--- config.mk ---
export PLATFORM = sky130hd
export DESIGN_NAME = decode_stage_buffer
export DESIGN_NICKNAME = d
export VERILOG_FILES = /design/src/rtl/decode_stage_buffer.sv
export SDC_FILE = /design/constraint.sdc
export NUM_CORES = 1
export LEC_CHECK = 0
export ABC_AREA = 1
export BUFFER_PORTS_ARGS = -buffer_cell sky130_fd_sc_hd__buf_2
export CORE_AREA = 2 2 129 131
export DETAILED_ROUTE_END_ITERATION = 16
export DIE_AREA = 0 0 131 133
export PLACE_DENSITY = 0.89
export SYNTH_ARGS = -nofsm -noshare
export SYNTH_HDL_FRONTEND = slang
export SYNTH_SLANG_ARGS = --single-unit
--- constraint.sdc ---
create_clock -name clk -period 1.8 [get_ports clk]
set_input_delay 0.18 -clock clk [delete_from_list [all_inputs] [get_ports clk]]
set_output_delay 0.18 -clock clk [all_outputs]
set_load 0.02 [all_outputs]
--- src/rtl/decode_stage_buffer.sv ---
// Purpose : decode-to-execute pipeline register with a 2-entry skid buffer, valid/ready handshake and branch flush.
// Latency : 1 cycle from in_fire to out_valid when empty (or busy and draining); 1 entry/cycle while out_ready=1.
// Backpres: in_ready drops only when both entries are held; it and out_valid are decoded from registered state.
//
// Ports: clk/rst_n (async active-low), flush_in (synchronous, drops both entries and any incoming entry),
//        in_valid/in_ready + pc/instruction/rd/rs1/rs2/ctrl inputs, out_valid/out_ready + head-entry outputs.
// Optional: define DECODE_STAGE_BUFFER_STATS_EN to add saturating stall_cycles_out / bubble_cycles_out
//           counters (STAT_WIDTH bits each, cleared only by reset).
module decode_stage_buffer #(
    parameter int WORD_SIZE      = 32,
    parameter int REGISTER_INDEX = 5,
    parameter int CTRL_WIDTH     = 8,
    parameter int STAT_WIDTH     = 16
) (
    input  logic                      clk,
    input  logic                      rst_n,
    input  logic                      flush_in,
    input  logic                      in_valid,
    output logic                      in_ready,
    input  logic [WORD_SIZE-1:0]      pc_in,
    input  logic [WORD_SIZE-1:0]      instruction_in,
    input  logic [REGISTER_INDEX-1:0] rd_in,
    input  logic [REGISTER_INDEX-1:0] rs1_in,
    input  logic [REGISTER_INDEX-1:0] rs2_in,
    input  logic [CTRL_WIDTH-1:0]     ctrl_in,
    output logic                      out_valid,
    input  logic                      out_ready,
    output logic [WORD_SIZE-1:0]      pc_out,
    output logic [WORD_SIZE-1:0]      instruction_out,
    output logic [REGISTER_INDEX-1:0] rd_out,
    output logic [REGISTER_INDEX-1:0] rs1_out,
    output logic [REGISTER_INDEX-1:0] rs2_out,
    output logic [CTRL_WIDTH-1:0]     ctrl_out
`ifdef DECODE_STAGE_BUFFER_STATS_EN
    ,
    output logic [STAT_WIDTH-1:0]     stall_cycles_out,
    output logic [STAT_WIDTH-1:0]     bubble_cycles_out
`endif
);

    // Whole entry carried as one flat vector: {pc, instr, rd, rs1, rs2, ctrl}.
    localparam int PW = 2*WORD_SIZE + 3*REGISTER_INDEX + CTRL_WIDTH;

    typedef enum logic [1:0] {
        ST_EMPTY = 2'd0,
        ST_BUSY  = 2'd1,
        ST_FULL  = 2'd2
    } state_t;

    state_t          state_q, state_d;
    logic [PW-1:0]   main_q, main_d;
    logic [PW-1:0]   skid_q, skid_d;
    logic [PW-1:0]   in_dat;
    logic            in_fire;
    logic            out_fire;

    assign in_dat = {pc_in, instruction_in, rd_in, rs1_in, rs2_in, ctrl_in};

    // Handshake flags come straight from the state register, so nothing on the
    // input side can reach out_valid/in_ready combinationally.
    assign out_valid = (state_q != ST_EMPTY);
    assign in_ready  = (state_q != ST_FULL);
    assign in_fire   = in_valid & in_ready;
    assign out_fire  = out_valid & out_ready;

    always_comb begin
        state_d = state_q;
        main_d  = main_q;
        skid_d  = skid_q;
        if (flush_in) begin
            // Payload left as-is; only the state matters once emptied.
            state_d = ST_EMPTY;
        end else begin
            unique case (state_q)
                ST_EMPTY: begin
                    if (in_fire) begin
                        state_d = ST_BUSY;
                        main_d  = in_dat;
                    end
                end
                ST_BUSY: begin
                    if (in_fire && out_fire) begin
                        main_d = in_dat;
                    end else if (in_fire) begin
                        // Head is stalled: park the newcomer behind it.
                        state_d = ST_FULL;
                        skid_d  = in_dat;
                    end else if (out_fire) begin
                        state_d = ST_EMPTY;
                    end
                end
                ST_FULL: begin
                    if (out_fire) begin
                        state_d = ST_BUSY;
                        main_d  = skid_q;
                    end
                end
                default: state_d = ST_EMPTY;
            endcase
        end
    end

    always_ff @(posedge clk or negedge rst_n) begin
        if (!rst_n) begin
            state_q <= ST_EMPTY;
            main_q  <= '0;
            skid_q  <= '0;
        end else begin
            state_q <= state_d;
            main_q  <= main_d;
            skid_q  <= skid_d;
        end
    end

    assign ctrl_out        = out_valid ? main_q[CTRL_WIDTH-1:0] : '0;
    assign rs2_out         = main_q[CTRL_WIDTH +: REGISTER_INDEX];
    assign rs1_out         = main_q[CTRL_WIDTH + REGISTER_INDEX +: REGISTER_INDEX];
    assign rd_out          = main_q[CTRL_WIDTH + 2*REGISTER_INDEX +: REGISTER_INDEX];
    assign instruction_out = main_q[CTRL_WIDTH + 3*REGISTER_INDEX +: WORD_SIZE];
    assign pc_out          = main_q[CTRL_WIDTH + 3*REGISTER_INDEX + WORD_SIZE +: WORD_SIZE];

`ifdef DECODE_STAGE_BUFFER_STATS_EN
    logic [STAT_WIDTH-1:0] stall_q, stall_d;
    logic [STAT_WIDTH-1:0] bubble_q, bubble_d;

    // Saturating counters; flush deliberately does not clear them.
    always_comb begin
        stall_d  = stall_q;
        bubble_d = bubble_q;
        if (out_valid && !out_ready && (stall_q != '1)) begin
            stall_d = stall_q + 1'b1;
        end
        if (!out_valid && (bubble_q != '1)) begin
            bubble_d = bubble_q + 1'b1;
        end
    end

    always_ff @(posedge clk or negedge rst_n) begin
        if (!rst_n) begin
            stall_q  <= '0;
            bubble_q <= '0;
        end else begin
            stall_q  <= stall_d;
            bubble_q <= bubble_d;
        end
    end

    assign stall_cycles_out  = stall_q;
    assign bubble_cycles_out = bubble_q;
`endif

endmodule

==> impl_metrics.tcl, run 1 <==
set metrics [dict create \
    status "complete, no violations" \
    hold_viol_final 0 \
    worst_slack_ns 0.06534 \
    slew_headroom 0.6516 \
    avgSynthCellArea_um2 7.907 \
    final_net_count 1278 \
    die_area_um2 17420 \
    ir_worst_vdd_mv 0.7401 \
    min_period_ns 1.735 \
    overflow 0 \
    cts.sinks 176 \
    drc 0 \
    seq_area_frac_synth 0.5096 \
    clockBufferDepth 2 \
    via_count 7224 \
    root_buffer "clkbuf_16" \
    crit_required_ns 1.62 \
    initial_utilization 0.5344 \
    routed_via_density 5.094 \
    arrival_ns 1.55 \
    drive_gt1_frac 0.2045 \
    criticalPathCategory "register to output port" \
    max_freq_mhz 576.5 \
    syn_inst 1093 \
    cp_max_fo 8 \
    cp-end-kind "output port" \
    ant_nets 0 \
    grtUsageTotal 0.2349 \
    setup_viol 0 \
    tightest_slew_ns 0.5227 \
    core_um2 16170 \
    dieHeight_um 133 \
    h-tree-depth 4 \
    synth_top_area_cell "dfrtp_1" \
    yosys_warnings 0 \
    synth.area.top_cells "dfrtp_1 (51%), nand2_1 (19%), o21ai_0 (10%)" \
    yosysTopAreaCellShare 0.5096 \
    stdcell_count 1418 \
    clkSlewWorstSetupHoldPaths_ns 0.07 \
    dp_slack_ns 0.1161 \
    cts_tree "done" \
    dpl.cell_count 1368 \
    cts_made_buffers 17 \
    synth_nets 1185 \
    antenna_found_initial 0 \
    p_leak_nw 5.392 \
    syn_area_um2 8642 \
    grt_pass1_wl_um 32400 \
    io_pins 181 \
    crit_path_start_kind "register" \
    ys_types 23 \
    area_growth_pct 15.46 \
    timing.hold.ws_ns 0.008446 \
    finClkSkew_ns 0.009157 \
    hpwl_um 12740 \
    drv_slew 0 \
    io_buffer_count 180 \
    gp_congestion 0.8413 \
    antenna-diode-count 0 \
    power_mw 12.98 \
    maxCapViolations 0 \
    fin_crit_sh 0.9637 \
    post-cts-setup-buffer-count 0 \
    wl_per_cell_um 14.17 \
    first_iter_violations 615 \
    clk_latency_ns 0.43 \
    rsz0062_at_grt "no" \
    placementRows 47 \
    hp-class "primary input to register" \
    tns_ns 0 \
    wl_um 20090 \
    die_x_um 131 \
    ys_seq_elements 176 \
    grt_max_degree 72 \
    grt_pass1_vias 6750 \
    p_per_area_nw_per_um2 1301 \
    firstDrtPassIters 5 \
]
==> cells in the final DEF (no fill, tap or decap), drive strengths merged <==
cell         count
nand3           28
clkinvlp         3
buf            203
nor3             1
o21ai          207
dfrtp          176
clkbuf          24
dlygate4sd3     18
nor2            11
clkinv           3
a21oi            2
o211ai           1
inv             73
o31ai            1
bufinv           2
nand2          445
==> cell usage after synthesis <==
cell and n:
a21oi_1 2, buf_1 1, buf_2 11, buf_4 93, buf_6 9, clkbuf_1 30
clkbuf_2 4, dfrtp_1 176, inv_1 72, inv_2 1, nand2_1 440, nand2_2 5
nand3_1 28, nor2_1 8, nor2_2 1, nor2_4 1, nor2_8 1, nor3_2 1
o211ai_1 1, o21ai_0 172, o21ai_1 34, o21ai_4 1, o31ai_1 1
==> cell families after synthesis <==
group / share of synthesized area
buffers and inverters: 0.1464
AND/OR/NAND/NOR: 0.2199
AO/OA/AOI/OAI: 0.1241
flip-flops: 0.5096
==> power breakdown <==
| part | internal, mW | leakage, nW | switching (mW) |
|---|---|---|---|
| registers | 5.21 | 2.20 | 0.664 |
| clock network | 2.19 | 0.281 | 1.52 |
| logic | 1.19 | 2.91 | 2.22 |
==> per-layer routing <==
layer / up-vias / track usage / part of all wire
li1: 3523 / - / -
met1: 3391 / 0.3108 / 0.43
met2: 275 / 0.3808 / 0.49
met3: 35 / 0.04569 / 0.061
met4: 0 / 0.09220 / 0.020
met5: - / 0 / 0
==> sequential cells by signal (all words and copies together), names as in the netlist <==
signal / flops
main_q: 87
skid_q: 87
state_q: 2
==> critical path, stage by stage, from the launching register on <==
cell     delay (ns)
dfrtp_1        0.47
nor2_4         0.22
buf_4          0.21
nor2_1         0.07
buf_2          0.16
==> layout make-up <==
type,instances,area [um2]
well taps,220,275.3
clock inverters,8,105.1
flip-flops and latches,176,4405
clock buffers,23,488.0
inverters,73,276.5
fillers,1340,6193
multi-input cells,696,2994
repair buffers,222,1434
==> through the flow <==
| step | util | instance area (um2) |
|---|---|---|
| after CTS | 0.6147 | 9941 |
| after floorplan | - | 8642 |
| after global routing | 0.6170 | 9978 |
| final | 0.6170 | 9978 |
| after detailed placement | 0.5663 | 9158 |
| after global placement | 0.5663 | 9158 |
==> path summary, 6_finish.rpt <==
| path | from | cells past startpoint | end | slack [ns] |
|---|---|---|---|---|
| setup / recovery | state_q[1] | 4 | ctrl_out[6] | 0.07 |
| hold / removal | pc_in[1] | 3 | skid_q[56] | 0.008 |
| min in group asynchronous | rst_n | 2 | skid_q[11] | 0.30 |
| max in group asynchronous | rst_n | 3 | skid_q[2] | 0.89 |
| setup reg to reg | state_q[1] | 5 | main_q[71] | 0.12 |
| hold reg to reg | skid_q[56] | 2 | skid_q[56] | 0.47 |
==> timing repair <==
item,in CTS,in global routing
gates cloned,0,1
endpoints found under the hold margin,64,0
setup endpoints to repair,8,7
pin swaps,0,1
hold buffers,18,0
gates resized for setup,2,3
(Power assumes the default switching activity.)
==> run 2, diff against run 1 <==
Settings changed: CTS_BUF_LIST from default to sky130_fd_sc_hd__clkbuf_4, REMOVE_ABC_BUFFERS from default to 1.
==> impl_metrics.tcl, run 2 (synthesis results as in run 1) <==
set metrics [dict create \
    status "complete, no violations" \
    min_period_ns 1.709 \
    crit_end "ctrl_out[4]" \
    multi_input_area_um2 2999 \
    criticalPathCategory "register to output port" \
    setup_viol 0 \
    wl_per_cell_um 14.31 \
    regArea_um2 4407 \
    worst-r2r-setup-slack_ns 0.17 \
    fin_crit_sh 0.9495 \
    core_um2 16170 \
    reg_top3 "main_q x87, skid_q x87, state_q x2" \
    dpl.cell_count 1365 \
    crit-reg2reg-launch "state_q[0]" \
    timing.hold.ws_ns 0.1149 \
    hp-class "primary input to asynchronous set/reset pin" \
    crit_required_ns 1.62 \
    cp_max_fo 8 \
    final_cell_mix "nand2_1 (440), buf_2 (178), dfrtp_1 (174), o21ai_0 (172), dlygate4sd3_1 (91)" \
    slew_headroom 0.6994 \
    worstSetupStartpoint "state_q[1]" \
    dieHeight_um 133 \
    first_iter_violations 595 \
    r2r_end "main_q[49]" \
    io_buffer_count 180 \
    firstDrtPassIters 5 \
    finClkSkew_ns 0.02605 \
    max_freq_mhz 585.1 \
    grtUsageTotal 0.2481 \
    cp-end-kind "output port" \
    cts.sinks 176 \
    hold_viol_final 0 \
    stdcell_count 1495 \
    cts_tree "done" \
    ir_worst_vdd_mv 0.7123 \
    arrival_ns 1.53 \
    clockBufferDepth 2 \
    maxCapViolations 0 \
    io_pins 181 \
    area_growth_pct 20.44 \
    drc 0 \
    crit_path_start_kind "register" \
    grt_pass1_vias 7391 \
    ff2ff_path_depth 9 \
    fill_cells 1281 \
    via_count 7603 \
    antenna_found_initial 1 \
    initial_utilization 0.5344 \
    wl_um 21390 \
    cts_made_buffers 17 \
    rsz0062_at_grt "no" \
    routed_via_density 5.086 \
    ant_nets 0 \
    h-tree-depth 4 \
    clk_latency_ns 0.56 \
    clkSlewWorstSetupHoldPaths_ns 0.14 \
    final_util 0.6436 \
    drive_gt1_frac 0.1931 \
    p_per_area_nw_per_um2 1103 \
    die_x_um 131 \
    root_buffer "clkbuf_4" \
    grt_max_degree 81 \
    placementRows 47 \
    overflow 0 \
    final_net_count 1354 \
    p_leak_nw 5.569 \
    hpwl_um 12210 \
    gp_congestion 0.7824 \
    die_area_um2 17420 \
    drv_slew 0 \
    grt_pass1_wl_um 34440 \
    tightest_slew_ns 0.4508 \
    layout_commonest_cell "nand2_1" \
]
## run 2: changes by cell type in the layout (fill, tap and decap cells not counted), moves of 2 or more
cell	change
buf_12	+4
clkbuf_1	-2
clkbuf_16	-17
clkbuf_4	+17
clkbuf_8	-4
clkinv_1	+6
clkinv_2	+2
clkinvlp_4	-2
dlygate4sd3_1	+73
## run 2: cell type report
class	instances	share of cell area
inverters	73	0.02657
diodes	1	0.0002404
flip-flops and latches	176	0.4234
clock buffers	17	0.01226
multi-input cells	696	0.2881
clock inverters	14	0.009737
repair buffers	298	0.2132
well taps	220	0.02645
## run 2: layer usage
metal,up-vias,share of wire,global-route usage
li1,3673,-,-
met1,3554,0.41,0.3077
met2,329,0.50,0.4128
met3,47,0.066,0.06146
met4,0,0.022,0.1011
met5,-,0,0
## run 2: repair_timing
action                     4_1_cts  5_1_grt
setup buffers                    1        5
pin swaps                        1        1
setup endpoints to repair        9        9
cloned                           0        1
hold buffers                    91        0
hold endpoints to repair       352        0
resized for setup                8        2
## run 2: worst min path at each step
stage	from	to	slack (ns)	depth (start not counted)
2_1_floorplan	rst_n	main_q[0]	-0.12	0
3_3_place_gp	rst_n	main_q[39]	0.14	1
3_5_place_dp	rst_n	main_q[30]	0.14	1
4_1_cts	rst_n	main_q[30]	0.08	2
5_1_grt	rst_n	main_q[39]	0.11	2
6_report	rst_n	main_q[30]	0.11	2
## run 2: worst max-delay path, cell delays in order, from the launching register on
cell and delay [ns]:
dfrtp_2 0.49, nor2_4 0.14, buf_6 0.15, nor2_1 0.06
buf_2 0.15
## run 2: metrics by stage
stage	setup TNS (ns)	setup WS (ns)	power [mW]	cell area, um2
6_report	0	0.09096	11.48	10410
5_1_grt	0	0.006441	12.25	10410
4_1_cts	0	0.002687	11.43	10340
3_5_place_dp	0	0.1573	9.279	9165
3_3_place_gp	0	0.2477	9.098	9165
2_1_floorplan	-172.03	-1.446	7.868	7651
## run 2: where the power goes
part           switching [mW]  internal [mW]  leakage [nW]
registers               0.672           5.19          2.20
logic                    2.30           1.32          3.25
clock network            1.36          0.648         0.126
